--- config.mk ---
export PLATFORM = sky130hd
export DESIGN_NAME = ram8_arbiter
export DESIGN_NICKNAME = d
export VERILOG_FILES = /design/src/rtl/ram8_arbiter_pkg.sv /design/src/rtl/rr_arbiter2.sv /design/src/rtl/ram8_arbiter.sv
export SDC_FILE = /design/constraint.sdc
export NUM_CORES = 1
export LEC_CHECK = 0
export ABC_AREA = 1
export BUFFER_PORTS_ARGS = -buffer_cell sky130_fd_sc_hd__buf_4
export CAP_MARGIN = 20
export CELL_PAD_IN_SITES_DETAIL_PLACEMENT = 0
export CELL_PAD_IN_SITES_GLOBAL_PLACEMENT = 1
export CORE_UTILIZATION = 35
export CTS_CLUSTER_SIZE = 25
export DETAILED_ROUTE_END_ITERATION = 10
export GPL_ROUTABILITY_DRIVEN = 0
export PLACE_DENSITY = 0.95
export SLEW_MARGIN = 20
export SYNTH_ARGS = -nofsm -noshare
export SYNTH_HDL_FRONTEND = slang
export SYNTH_SLANG_ARGS = --single-unit
export TNS_END_PERCENT = 10
--- constraint.sdc ---
create_clock -name clk -period 3.1 [get_ports clk]
set_input_delay 0.155 -clock clk [delete_from_list [all_inputs] [get_ports clk]]
set_output_delay 0.155 -clock clk [all_outputs]
set_load 0.01 [all_outputs]
--- src/rtl/ram8_arbiter_pkg.sv ---
// Shared definitions for the two-requester RAM8 front end.
package ram8_arbiter_pkg;

  localparam int unsigned RAM_DEPTH = 8;

  typedef enum logic [1:0] {
    ST_INIT   = 2'd0,
    ST_IDLE   = 2'd1,
    ST_ACCESS = 2'd2,
    ST_RESP   = 2'd3
  } state_t;

endpackage

--- src/rtl/rr_arbiter2.sv ---
// Two-way round-robin grant; 'last' is the requester served most recently.
module rr_arbiter2 (
  input  logic req0,
  input  logic req1,
  input  logic last,
  output logic gnt0,
  output logic gnt1
);

  always_comb begin
    gnt0 = req0 & (~req1 | last);
    gnt1 = req1 & (~req0 | ~last);
  end

endmodule

--- src/rtl/ram8_arbiter.sv ---
// Serialises two requesters onto one RAM8 and zero-fills the RAM after reset.
module ram8_arbiter
  import ram8_arbiter_pkg::*;
#(
  parameter int unsigned WIDTH          = 16,
  parameter int unsigned ADDR_W         = 3,
  parameter bit          CLEAR_ON_RESET = 1'b1
) (
  input  logic              clk,
  input  logic              reset,
  input  logic              req0,
  input  logic              we0,
  input  logic [ADDR_W-1:0] addr0,
  input  logic [WIDTH-1:0]  wdata0,
  output logic              gnt0,
  output logic              rvalid0,
  input  logic              req1,
  input  logic              we1,
  input  logic [ADDR_W-1:0] addr1,
  input  logic [WIDTH-1:0]  wdata1,
  output logic              gnt1,
  output logic              rvalid1,
  output logic [WIDTH-1:0]  rdata,
  output logic              busy,
  output logic [WIDTH-1:0]  ram_in,
  output logic [ADDR_W-1:0] ram_addr,
  output logic              ram_load,
  input  logic [WIDTH-1:0]  ram_out
);

  state_t              state;
  logic [ADDR_W-1:0]   clr_cnt;
  logic                last;
  logic                cmd_we;
  logic                cmd_id;
  logic [ADDR_W-1:0]   cmd_addr;
  logic [WIDTH-1:0]    cmd_wdata;
  logic                arb_gnt0;
  logic                arb_gnt1;

  rr_arbiter2 u_arb (
    .req0 (req0),
    .req1 (req1),
    .last (last),
    .gnt0 (arb_gnt0),
    .gnt1 (arb_gnt1)
  );

  // Grants only exist in IDLE and are held off while reset is asserted.
  assign gnt0 = arb_gnt0 & (state == ST_IDLE) & ~reset;
  assign gnt1 = arb_gnt1 & (state == ST_IDLE) & ~reset;

  always_ff @(posedge clk or posedge reset) begin
    if (reset) begin
      state     <= CLEAR_ON_RESET ? ST_INIT : ST_IDLE;
      clr_cnt   <= '0;
      last      <= 1'b1;
      cmd_we    <= 1'b0;
      cmd_id    <= 1'b0;
      cmd_addr  <= '0;
      cmd_wdata <= '0;
      rdata     <= '0;
    end else begin
      case (state)
        ST_INIT: begin
          clr_cnt <= clr_cnt + ADDR_W'(1);
          if (clr_cnt == ADDR_W'(RAM_DEPTH - 1)) state <= ST_IDLE;
        end
        ST_IDLE: begin
          if (arb_gnt0 | arb_gnt1) begin
            cmd_we    <= arb_gnt1 ? we1 : we0;
            cmd_addr  <= arb_gnt1 ? addr1 : addr0;
            cmd_wdata <= arb_gnt1 ? wdata1 : wdata0;
            cmd_id    <= arb_gnt1;
            last      <= arb_gnt1;
            state     <= ST_ACCESS;
          end
        end
        ST_ACCESS: begin
          if (!cmd_we) rdata <= ram_out;
          state <= ST_RESP;
        end
        ST_RESP: state <= ST_IDLE;
        default: state <= ST_IDLE;
      endcase
    end
  end

  // RAM pins and status decoded from registered state only; the clear write is masked during reset.
  always_comb begin
    busy     = 1'b0;
    ram_load = 1'b0;
    ram_addr = '0;
    ram_in   = '0;
    rvalid0  = 1'b0;
    rvalid1  = 1'b0;
    case (state)
      ST_INIT: begin
        busy     = 1'b1;
        ram_load = ~reset;
        ram_addr = clr_cnt;
      end
      ST_ACCESS: begin
        busy     = 1'b1;
        ram_load = cmd_we;
        ram_addr = cmd_addr;
        ram_in   = cmd_wdata;
      end
      ST_RESP: begin
        busy    = 1'b1;
        rvalid0 = ~cmd_id;
        rvalid1 = cmd_id;
      end
      default: ;
    endcase
  end

endmodule

=== Yosys cells after proc, flatten, opt, wreduce, memory -nomap -nowiden ===
Cells that the tools add are included.

* Register bits: 43
* Input bits: 60
* Output and inout bits: 41
* Logic and storage cells: 47

* Add/sub/neg operators: 1
* Equal/unequal tests: 6
* Muxes and demuxes: 12
* Bitwise operators: 15
* Reductions and logical operators: 5

{| class="wikitable"
|+ Operators by type and width
! cell !! number
|-
| 16-bit 2-to-1 mux || 2
|-
| 2-bit case mux with 4 select lines || 1
|-
| 1-bit AND || 6
|-
| 1-bit inverter || 6
|-
| 3-bit case mux with 2 select lines || 1
|-
| 2-bit AND reduction || 3
|-
| 2-bit equality test (second input constant) || 2
|-
| 1-bit 2-to-1 mux || 4
|-
| 2-bit 2-to-1 mux || 2
|-
| 3-bit by 1-bit adder with 3-bit output (second input constant) || 1
|-
| 3-bit equality test (second input constant) || 1
|-
| 3-bit 2-to-1 mux || 1
|-
| 1-bit bitwise OR || 3
|-
| 3-bit OR reduction || 1
|-
| 2-bit by 1-bit equality test with 1-bit output (second input constant) || 1
|-
| 2-bit zero test || 1
|-
| 2-bit by 1-bit != test with 1-bit output (second input constant) || 1
|-
| 2-bit != test (second input constant) || 1
|-
| 1-bit case mux with 2 select lines || 1
|}

=== Logic depth before layout (Yosys ltp) ===
* Depth after elaboration: 6
* Gate-level depth with buffers: 7
* Depth with buffers taken out: 7

=== Modules after synthesis ===
From an unflattened synthesis, not the netlist that was laid out.

* Cell total of the unflattened synthesis: 316
* Area total of the unflattened synthesis: 2296.0 sq um

{| class="wikitable"
|+ By module, submodules not included
! module !! instances !! cells each !! area each (sq um) !! sequential area each (sq um)
|-
| ram8_arbiter || 1 || 312 || 2268.4 || 1077.3
|-
| rr_arbiter2 || 1 || 4 || 27.5 || 0.0
|}

=== Worst setup path before layout ===
No wires, ideal clock.

* Path kind: register to register
* From: register state[0]
* To: register rdata[0]
* Library setup time: 0.117 ns
* Arrival: 1.187 ns
* Required time: 2.983 ns
* Path slack: 1.796 ns
* Cell stages (with the launch flop): 8
* Path buffers: 2
* Period minus slack after synthesis: 1.304 ns
* Path through: dfrtp_1 > inv_1 > ha_1 > buf_2 > nand2_1 > buf_2 > nand2_1 > nand2_1

* Word-level cells in the longest chain between the ends: 2

{| class="wikitable"
|+ Ends and longest elaborated chain
! item !! line !! source
|-
| start: declaration || ram8_arbiter.sv:31 || <nowiki>state_t state;</nowiki>
|-
| start signal: assignment || ram8_arbiter.sv:55 || <nowiki>state <= CLEAR_ON_RESET ? ST_INIT : ST_IDLE;</nowiki>
|-
| 2-bit equality test || ram8_arbiter.sv:64 || <nowiki>case (state)</nowiki>
|-
| 2-bit AND reduction (no source line) || - ||
|-
| end signal: assignment || ram8_arbiter.sv:80 || <nowiki>if (!cmd_we) rdata <= ram_out;</nowiki>
|-
| end: declaration || ram8_arbiter.sv:23 || <nowiki>output logic [WIDTH-1:0] rdata,</nowiki>
|}

No other way between the ends.
A chain may end at the register's enable or synchronous reset.

=== Worst setup path after layout ===
* From: register state[0]
* To: register rdata[11]

Same word-level chain as after synthesis.

==> results.yml <==
timing:
  finalCriticalPeriod_ps: 2140
  fin_setup_tns_ps: 0
  worst_pin_slew_ps: 906
  clock_skew_ps: 3.85
  hold_viol: 0
  setup_viol: 0
  slew_viol_final: 0
  fmax_mhz: 468
  max_slew_margin: 0.395
  grt_setup_unrepaired: "false"
  fin_crit_sh: 0.689
floorplan:
  dieWidth_um: 82.4
  core_sq_um: 6060
  die_area_sq_um: 6790
  ios: 101
  start_util: 0.373
  rows: 28
  die_y_um: 82.4
status:
  status: "complete, no violations"
logic_synthesis:
  syn_avg_cell_area_sq_um: 7.18
  synth-seq-area-share: 0.476
  synthCells: 315
  synth_seq_cells: 43
  syn_area_sq_um: 2260
  synthDistinctLibCells: 17
  synthAdderAreaFrac: 0.0387
  synth_top_family_by_area: "simple AND/OR/NAND/NOR gates"
  synth-xor-area-share: 0.00387
  synthMuxAreaShare: 0
  synth_compound_area_frac: 0.0216
  syn_nets: 382
  synthSimpleGateAreaFrac: 0.375
  ys_warn_count: 0
placed_design:
  place_inst: 475
  io_buffers: 100
  placed_cell_area_sq_um: 3040
  dp_hpwl_mm: 4.38
routing:
  vias: 2252
  wire_per_inst_um: 12.7
  routed_wl_mm: 6.12
  ant_nets: 0
  firstDrtPassIters: 4
  routed_via_density: 4.67
  drt_iter0_drc: 156
  drc: 0
worst_hold_path:
  worst_hold_path_type: "in -> async"
worst_setup_path:
  critPathArrivalTime_ps: 2320
  worst-r2r-cell-count: 5
  end_kind: "register"
  rrSetupSlack_ps: 960
  critPathLaunchType: "register"
  cpMostUsedCell: "nand2_1"
  crit_chain: "inv_1, ha_1, nand2_1, nand2_1, nand2_1"
  reg2reg_to: "rdata[11]"
  slowest_delay_ps: 710
  r2r_start: "state[0]"
  crit_required_ps: 3290
  critPathKind: "reg -> reg"
  crit_slowest_cell: "ha_1"
  worst-path-max-fanout: 22
run:
  cap_viol_max_count: 0
clock_network:
  clock_sinks: 43
  cts-htree-levels: 2
  clock-root-buffer: "clkbuf_8"
  cts_tree: "yes"
  post_cts_resized: 0
  clk_pin_slew_ps: 80
  cts_buffers: 5
  post_cts_buffers: 0
  insertion_delay_ps: 290
  cts_buffer_depth: 2
  cts_hold_buf: 0
global_routing:
  antenna_found_initial: 0
  grt_busiest_layer: "met2"
  grt_max_degree: 44
  grt_pass1_vias: 2200
  use_met3: 0.0374
  grt_use_total: 0.189
  met2_usage: 0.331
  gr-total-overflow: 0
  grt_pass1_wl_mm: 9.72
  grt_use_met1: 0.229
cells_and_area:
  seqCellArea_sq_um: 1080
  layout-drive-gt1-share: 0.283
  fillers: 608
  syn2layout_area_growth_pct: 38.7
  fin_util: 0.518
  antenna_cells: 0
  nNetsFinal: 474
  multi_input_area_sq_um: 993
  post-route-cell-area_sq_um: 3140
  final_common_cell: "nand2_1"
  final_cell_mix: "nand2_1, buf_4, dfrtp_1, nand3_1, inv_1"
  fin_cells: 482
pwr:
  ir_drop_mv: 0.382
  pwr_density_cell_nw_per_um2: 880
  leakage_uw: 0.00191
-- sequential cells by signal, summed over array words and instances (netlist names) --
register   count
cmd_id         1
cmd_addr       3
last           1
cmd_we         1
cmd_wdata     16
rdata         16
clr_cnt        3
state          2
-- worst max path at each step --
| stage | slack, ps | cells past startpoint | start | endpoint |
|---|---|---|---|---|
| final | 960 | 5 | state[0] | rdata[11] |
| after floorplan | 1800 | 7 | state[0] | rdata[0] |
| after global placement | 1080 | 5 | state[0] | rdata[15] |
| after global routing | 780 | 5 | state[0] | rdata[0] |
| after detailed placement | 960 | 5 | state[0] | rdata[13] |
| after CTS | 950 | 5 | state[0] | rdata[13] |
-- metrics by stage --
step	hold WS (ps)	setup slack [ps]	total power (uW)
2_1_floorplan	300	1800	1820
3_3_place_gp	390	1080	2310
3_5_place_dp	391	955	2360
4_1_cts	79.8	951	2790
5_1_grt	88.2	778	3020
6_report	82.0	964	2760
-- critical path, delay by kind of cell (launching register included) --
kind	cells	cell delay, ps
simple gates	3	780
fa+ha+maj	1	710
flops	1	430
buf+inv	1	110
-- area by class of cell --
type,count,area share
Clock buffer,6,0.0231
Clock inverter,1,0.00957
Inverter,30,0.0359
Multi-Input combinational cell,226,0.317
Sequential cell,43,0.343
Tap cell,75,0.0299
Timing Repair Buffer,101,0.242
-- metal layers --
layer,part of all wire,up-vias
met5,0,-
met4,0.011,0
met3,0.085,8
met2,0.46,81
met1,0.44,1021
li1,-,1142
-- cell usage after synthesis --
library cell	n	area [sq um]
inv_2	3	11.3
buf_2	15	75.1
xor2_1	1	8.76
inv_1	27	101
ha_1	7	87.6
nor2_1	1	3.75
nand3_1	39	195
nor3_1	2	10.0
nand2_2	3	18.8
nand2_1	162	608
a22o_1	1	8.76
or2_1	1	6.26
dfrtp_1	42	1050
clkbuf_1	1	3.75
nand4_1	1	6.26
dfstp_2	1	26.3
o21ai_0	8	40.0
-- report_power, final --
group,switching (uW),total (uW),internal (uW)
Combinational,776,1340,560
Sequential,161,1000,842
Clock,186,422,236
Total,1120,2760,1640
-- cell families (layout without fill, tap and decap cells) --
| logic type | after synthesis | count (layout) |
|---|---|---|
| buffers and inverters | 46 | 138 |
| flip-flops | 43 | 43 |
| XOR/XNOR | 1 | 1 |
| AO/OA/AOI/OAI | 9 | 9 |
| adder cells (fa/ha/maj) | 7 | 7 |
| AND/OR/NAND/NOR | 209 | 209 |
No activity file was read; power rests on OpenSTA's default activity.
